**config.mk**
```make
export PLATFORM = sky130hd
export DESIGN_NAME = io_bus_arbiter
export DESIGN_NICKNAME = d
export VERILOG_FILES = /design/src/rtl/io_bus_arbiter.sv
export SDC_FILE = /design/constraint.sdc
export NUM_CORES = 1
export LEC_CHECK = 0
export CAP_MARGIN = 20
export CORE_AREA = 2 2 159 161
export CTS_BUF_LIST = sky130_fd_sc_hd__clkbuf_8
export CTS_CLUSTER_SIZE = 25
export DETAILED_ROUTE_END_ITERATION = 12
export DIE_AREA = 0 0 161 163
export GPL_ROUTABILITY_DRIVEN = 0
export SETUP_SLACK_MARGIN = 0.02
export SYNTH_ARGS = -nofsm -noshare
export SYNTH_HDL_FRONTEND = slang
export SYNTH_SLANG_ARGS = --single-unit
```
**constraint.sdc**
```tcl
create_clock -name clk -period 7.7 [get_ports clk]
set_input_delay 1.925 -clock clk [delete_from_list [all_inputs] [get_ports clk]]
set_output_delay 1.925 -clock clk [all_outputs]
set_load 0.03 [all_outputs]
```
**src/rtl/io_bus_arbiter.sv**
```systemverilog
// rtl/io_bus_arbiter.sv - round-robin io bus arbiter with a 2-stage grant/issue/response pipeline
// Define IO_BUS_ARB_FIXED_PRIORITY_EN for lowest-index-wins arbitration with no rotation pointer.
module io_bus_arbiter #(
    parameter int NUM_REQUESTERS = 4,
    parameter int ADDR_WIDTH     = 32,
    parameter int DATA_WIDTH     = 32
) (
    input  logic                                        clk,
    input  logic                                        reset,
    input  logic [NUM_REQUESTERS-1:0]                   req_valid,
    input  logic [NUM_REQUESTERS-1:0]                   req_store,
    input  logic [NUM_REQUESTERS-1:0][ADDR_WIDTH-1:0]   req_address,
    input  logic [NUM_REQUESTERS-1:0][DATA_WIDTH-1:0]   req_write_data,
    output logic [NUM_REQUESTERS-1:0]                   req_ready,
    output logic [NUM_REQUESTERS-1:0]                   rsp_valid,
    output logic [DATA_WIDTH-1:0]                       rsp_read_data,
    output logic                                        io_write_en,
    output logic                                        io_read_en,
    output logic [ADDR_WIDTH-1:0]                       io_address,
    output logic [DATA_WIDTH-1:0]                       io_write_data,
    input  logic [DATA_WIDTH-1:0]                       io_read_data
);
    localparam int PTR_W = $clog2(NUM_REQUESTERS);

    logic [NUM_REQUESTERS-1:0] grant;
    logic [PTR_W-1:0]          grant_idx;
    logic                      found;
    int                        cand;
    logic [NUM_REQUESTERS-1:0] stage1_grant;
    logic                      stage2_load;

`ifndef IO_BUS_ARB_FIXED_PRIORITY_EN
    logic [PTR_W-1:0] rr_ptr;
`endif

    // Search order starts at rr_ptr and wraps; fixed-priority build always starts at 0.
    always_comb begin
        grant     = '0;
        grant_idx = '0;
        found     = 1'b0;
        cand      = 0;
        for (int i = 0; i < NUM_REQUESTERS; i++) begin
`ifdef IO_BUS_ARB_FIXED_PRIORITY_EN
            cand = i;
`else
            cand = (int'(rr_ptr) + i) % NUM_REQUESTERS;
`endif
            if (!found && req_valid[PTR_W'(cand)]) begin
                found     = 1'b1;
                grant_idx = PTR_W'(cand);
            end
        end
        if (found && !reset) begin
            grant[grant_idx] = 1'b1;
        end
    end

    assign req_ready = grant;

    // Read data is only valid on the bus in the response cycle, so it is passed through.
    assign rsp_read_data = (|rsp_valid && stage2_load) ? io_read_data : '0;

    always_ff @(posedge clk) begin
        if (reset) begin
            io_write_en   <= 1'b0;
            io_read_en    <= 1'b0;
            io_address    <= '0;
            io_write_data <= '0;
            stage1_grant  <= '0;
            rsp_valid     <= '0;
            stage2_load   <= 1'b0;
`ifndef IO_BUS_ARB_FIXED_PRIORITY_EN
            rr_ptr        <= '0;
`endif
        end else begin
            io_write_en  <= |grant && req_store[grant_idx];
            io_read_en   <= |grant && !req_store[grant_idx];
            stage1_grant <= grant;
            rsp_valid    <= stage1_grant;
            stage2_load  <= io_read_en;
            if (|grant) begin
                io_address    <= req_address[grant_idx];
                io_write_data <= req_write_data[grant_idx];
`ifndef IO_BUS_ARB_FIXED_PRIORITY_EN
                rr_ptr        <= (grant_idx == PTR_W'(NUM_REQUESTERS - 1)) ?
                                 '0 : grant_idx + PTR_W'(1);
`endif
            end
        end
    end
endmodule

```
==> results_dict.tcl <==
set metrics [dict create \
    clock_latency_ps 370 \
    area_growth_pct 81.3 \
    rsz0062_at_grt "no" \
    r2r_end "rr_ptr[1]$_SDFFE_PP0P_" \
    power_switching_mw 0.764 \
    grt_pass1_vias 7016 \
    drt-total-wl_um 27500 \
    synth-seq-cells 77 \
    cts_tree "built" \
    crit_fanout 25 \
    fp-row-count 58 \
    cp.arrival_ps 4640 \
    dp_slack_ps 1110 \
    syn_avg_cell_area_um2 7.22 \
    crit_path_start_kind "input port" \
    clock_skew_ps 9.67 \
    max_cap_viol_count 0 \
    fmax_mhz 152 \
    grt_max_degree 67 \
    required_ps 5780 \
    synth_cell_types 38 \
    outcome "finished, final reports clean" \
    synth_top_area_frac 0.279 \
    post_cts_buffers 0 \
    end_kind "primary output" \
    antenna_found_initial 1 \
    synthAdderAreaFrac 0.00227 \
    hold_buffers 0 \
    fin_util 0.406 \
    ys_warn_count 0 \
    period_share 0.853 \
    synth_area_leader_cell "dfxtp_1" \
    power.internal_mw 1.10 \
    wl_per_cell_um 19.1 \
    rrSetupSlack_ps 4640 \
    cts_max_level 3 \
    async_flop_share 0 \
    die_h_um 163 \
    synth_nets 1064 \
    antenna_left 0 \
    cts-buffers-inserted 9 \
    critical_path_class "in2out" \
    layout.nets 1400 \
    finalHoldViolCount 0 \
    yosys-top-cells-area "dfxtp_1 28%, nand3_1 12%, mux2i_1 11%" \
    synth_top_family_by_area "simple AND/OR/NAND/NOR gates" \
    grtUsageTotal 0.200 \
    setup_viol 0 \
    switching_share 0.410 \
    final_cell_mix "402 x clkdlybuf4s50_1, 129 x nand3_1, 77 x dfxtp_1" \
    power.leakage_nw 3.44 \
    finalCriticalPeriod_ps 6570 \
    pwr-share-clk 0.214 \
    synth_top_flop_cell "dfxtp_1" \
    power_density_mw_per_mm2 186 \
    r2r_cells 8 \
    timing.rr.start "rr_ptr[1]$_SDFFE_PP0P_" \
    ioPinCount 404 \
    p_seq_frac 0.276 \
    drc_errors 0 \
    die_area_mm2 0.0262 \
    drv_slew 0 \
    hold_class "reg2reg" \
    endpoint "req_ready[3]" \
    clockRootBuffer "clkbuf_8" \
    tightest_slew_ps 905 \
    synth_area_mm2 0.00552 \
    dr_total_vias 7247 \
    cts_num_sinks 77 \
    first_iter_violations 484 \
    synth.mux.area_fraction 0.116 \
    fillCellCount 2542 \
    dpl.hpwl_um 19600 \
    drt_first_pass_iters 5 \
    drive_gt1_frac 0.0461 \
    clk_pin_slew_ps 100 \
    synth_edf_count 0 \
    initial_core_util 0.224 \
    crit_start "req_valid[1]" \
    coreArea_mm2 0.0247 \
    die_x_um 161 \
    hold_ws_ps 441 \
    syn_inst 765 \
    synthSimpleGateAreaFrac 0.296 \
    layout_commonest_cell "clkdlybuf4s50_1" \
    synth-xor-area-share 0 \
    synth_compound_area_frac 0.231 \
    setup_tns_ps 0 \
    yosysSeqAreaShare 0.279 \
    cts_resized 0 \
    fin_ws_ps 1130 \
    grt_first_pass_wirelength_um 41100 \
    port_buffers 403 \
    slew_headroom 0.397 \
    vias_per_cell 5.04 \
    grt_overflow 0 \
    ir_worst_vdd_mv 0.0875 \
    cts_max_path_buffers 2 \
    comb_power_share 0.510 \
]
[worst max-delay path, stage by stage]
cell,delay (ps)
clkdlybuf4s50_1,640
a21bo_2,280
a221oi_4,510
nand2_2,110
buf_4,250
nor3_1,190
clkdlybuf4s50_1,730
[routing by layer]
layer,share of wire,wire (um),vias to the layer above,track usage
met5,0,0,-,0
met4,0.016,453,0,0.0580
met3,0.066,1810,24,0.0379
met2,0.48,13300,306,0.338
met1,0.43,11900,3406,0.260
li1,-,-,3511,-
[worst min path at each step]
stage | startpoint | to | depth (start not counted)
6_report | stage1_grant[2]$_SDFF_PP0_ | rsp_valid[2]$_SDFF_PP0_ | 1
5_1_grt | stage1_grant[2]$_SDFF_PP0_ | rsp_valid[2]$_SDFF_PP0_ | 1
4_1_cts | stage1_grant[2]$_SDFF_PP0_ | rsp_valid[2]$_SDFF_PP0_ | 1
3_5_place_dp | stage1_grant[2]$_SDFF_PP0_ | rsp_valid[2]$_SDFF_PP0_ | 1
3_3_place_gp | stage1_grant[2]$_SDFF_PP0_ | rsp_valid[2]$_SDFF_PP0_ | 1
2_1_floorplan | stage1_grant[0]$_SDFF_PP0_ | rsp_valid[0]$_SDFF_PP0_ | 1
[sequential cells by signal, indices dropped and copies added, names as in the netlist]
name,count
rsp_valid,4
io_address,32
io_write_data,32
io_write_en,1
stage1_grant,4
io_read_en,1
stage2_load,1
rr_ptr,2
[synthesized netlist by cell type (2+ instances only)]
library cell / number
nor2b_1: 7
o21ai_0: 66
dfxtp_1: 77
inv_1: 3
o211ai_1: 64
and2_1: 33
nand3_1: 129
mux2i_1: 63
buf_1: 9
and3_1: 4
nor4_1: 63
nand2_1: 67
o21ba_2: 2
clkbuf_1: 59
nor2_1: 4
a21oi_1: 64
nor3_1: 5
buf_2: 24
buf_4: 3
[cells by family after synthesis]
group           after synthesis
flops                        77
simple gates                316
mux                          64
compound gates              208
fa+ha+maj                     1
buf+inv                      99
[through the flow]
step,instance area [um2],std cells,power [mW]
final,10000,1437,1.87
after global placement,9760,1420,1.48
after detailed placement,9760,1420,1.48
after CTS,10000,1436,1.89
after floorplan,5520,765,1.04
after global routing,10000,1437,1.97
[power by group through the flow]
stage | Clock [mW] | Sequential [mW] | Combinational [mW]
3_3_place_gp | 0 | 0.521 | 0.957
4_1_cts | 0.414 | 0.515 | 0.959
6_report | 0.400 | 0.515 | 0.951
2_1_floorplan | 0 | 0.658 | 0.387
5_1_grt | 0.428 | 0.525 | 1.02
3_5_place_dp | 0 | 0.523 | 0.957
[cell type report]
| cell class | count | area (um2) | area share |
|---|---|---|---|
| well taps | 330 | 413 | 0.0412 |
| multi-input cells | 589 | 3630 | 0.363 |
| flip-flops and latches | 77 | 1540 | 0.154 |
| clock buffers | 9 | 124 | 0.0124 |
| repair buffers | 420 | 4160 | 0.415 |
| diodes | 1 | 2.50 | 0.000250 |
| clock inverters | 7 | 124 | 0.0124 |
| inverters | 4 | 15.0 | 0.00150 |
Note: power is estimated with default switching activity, not from simulation.
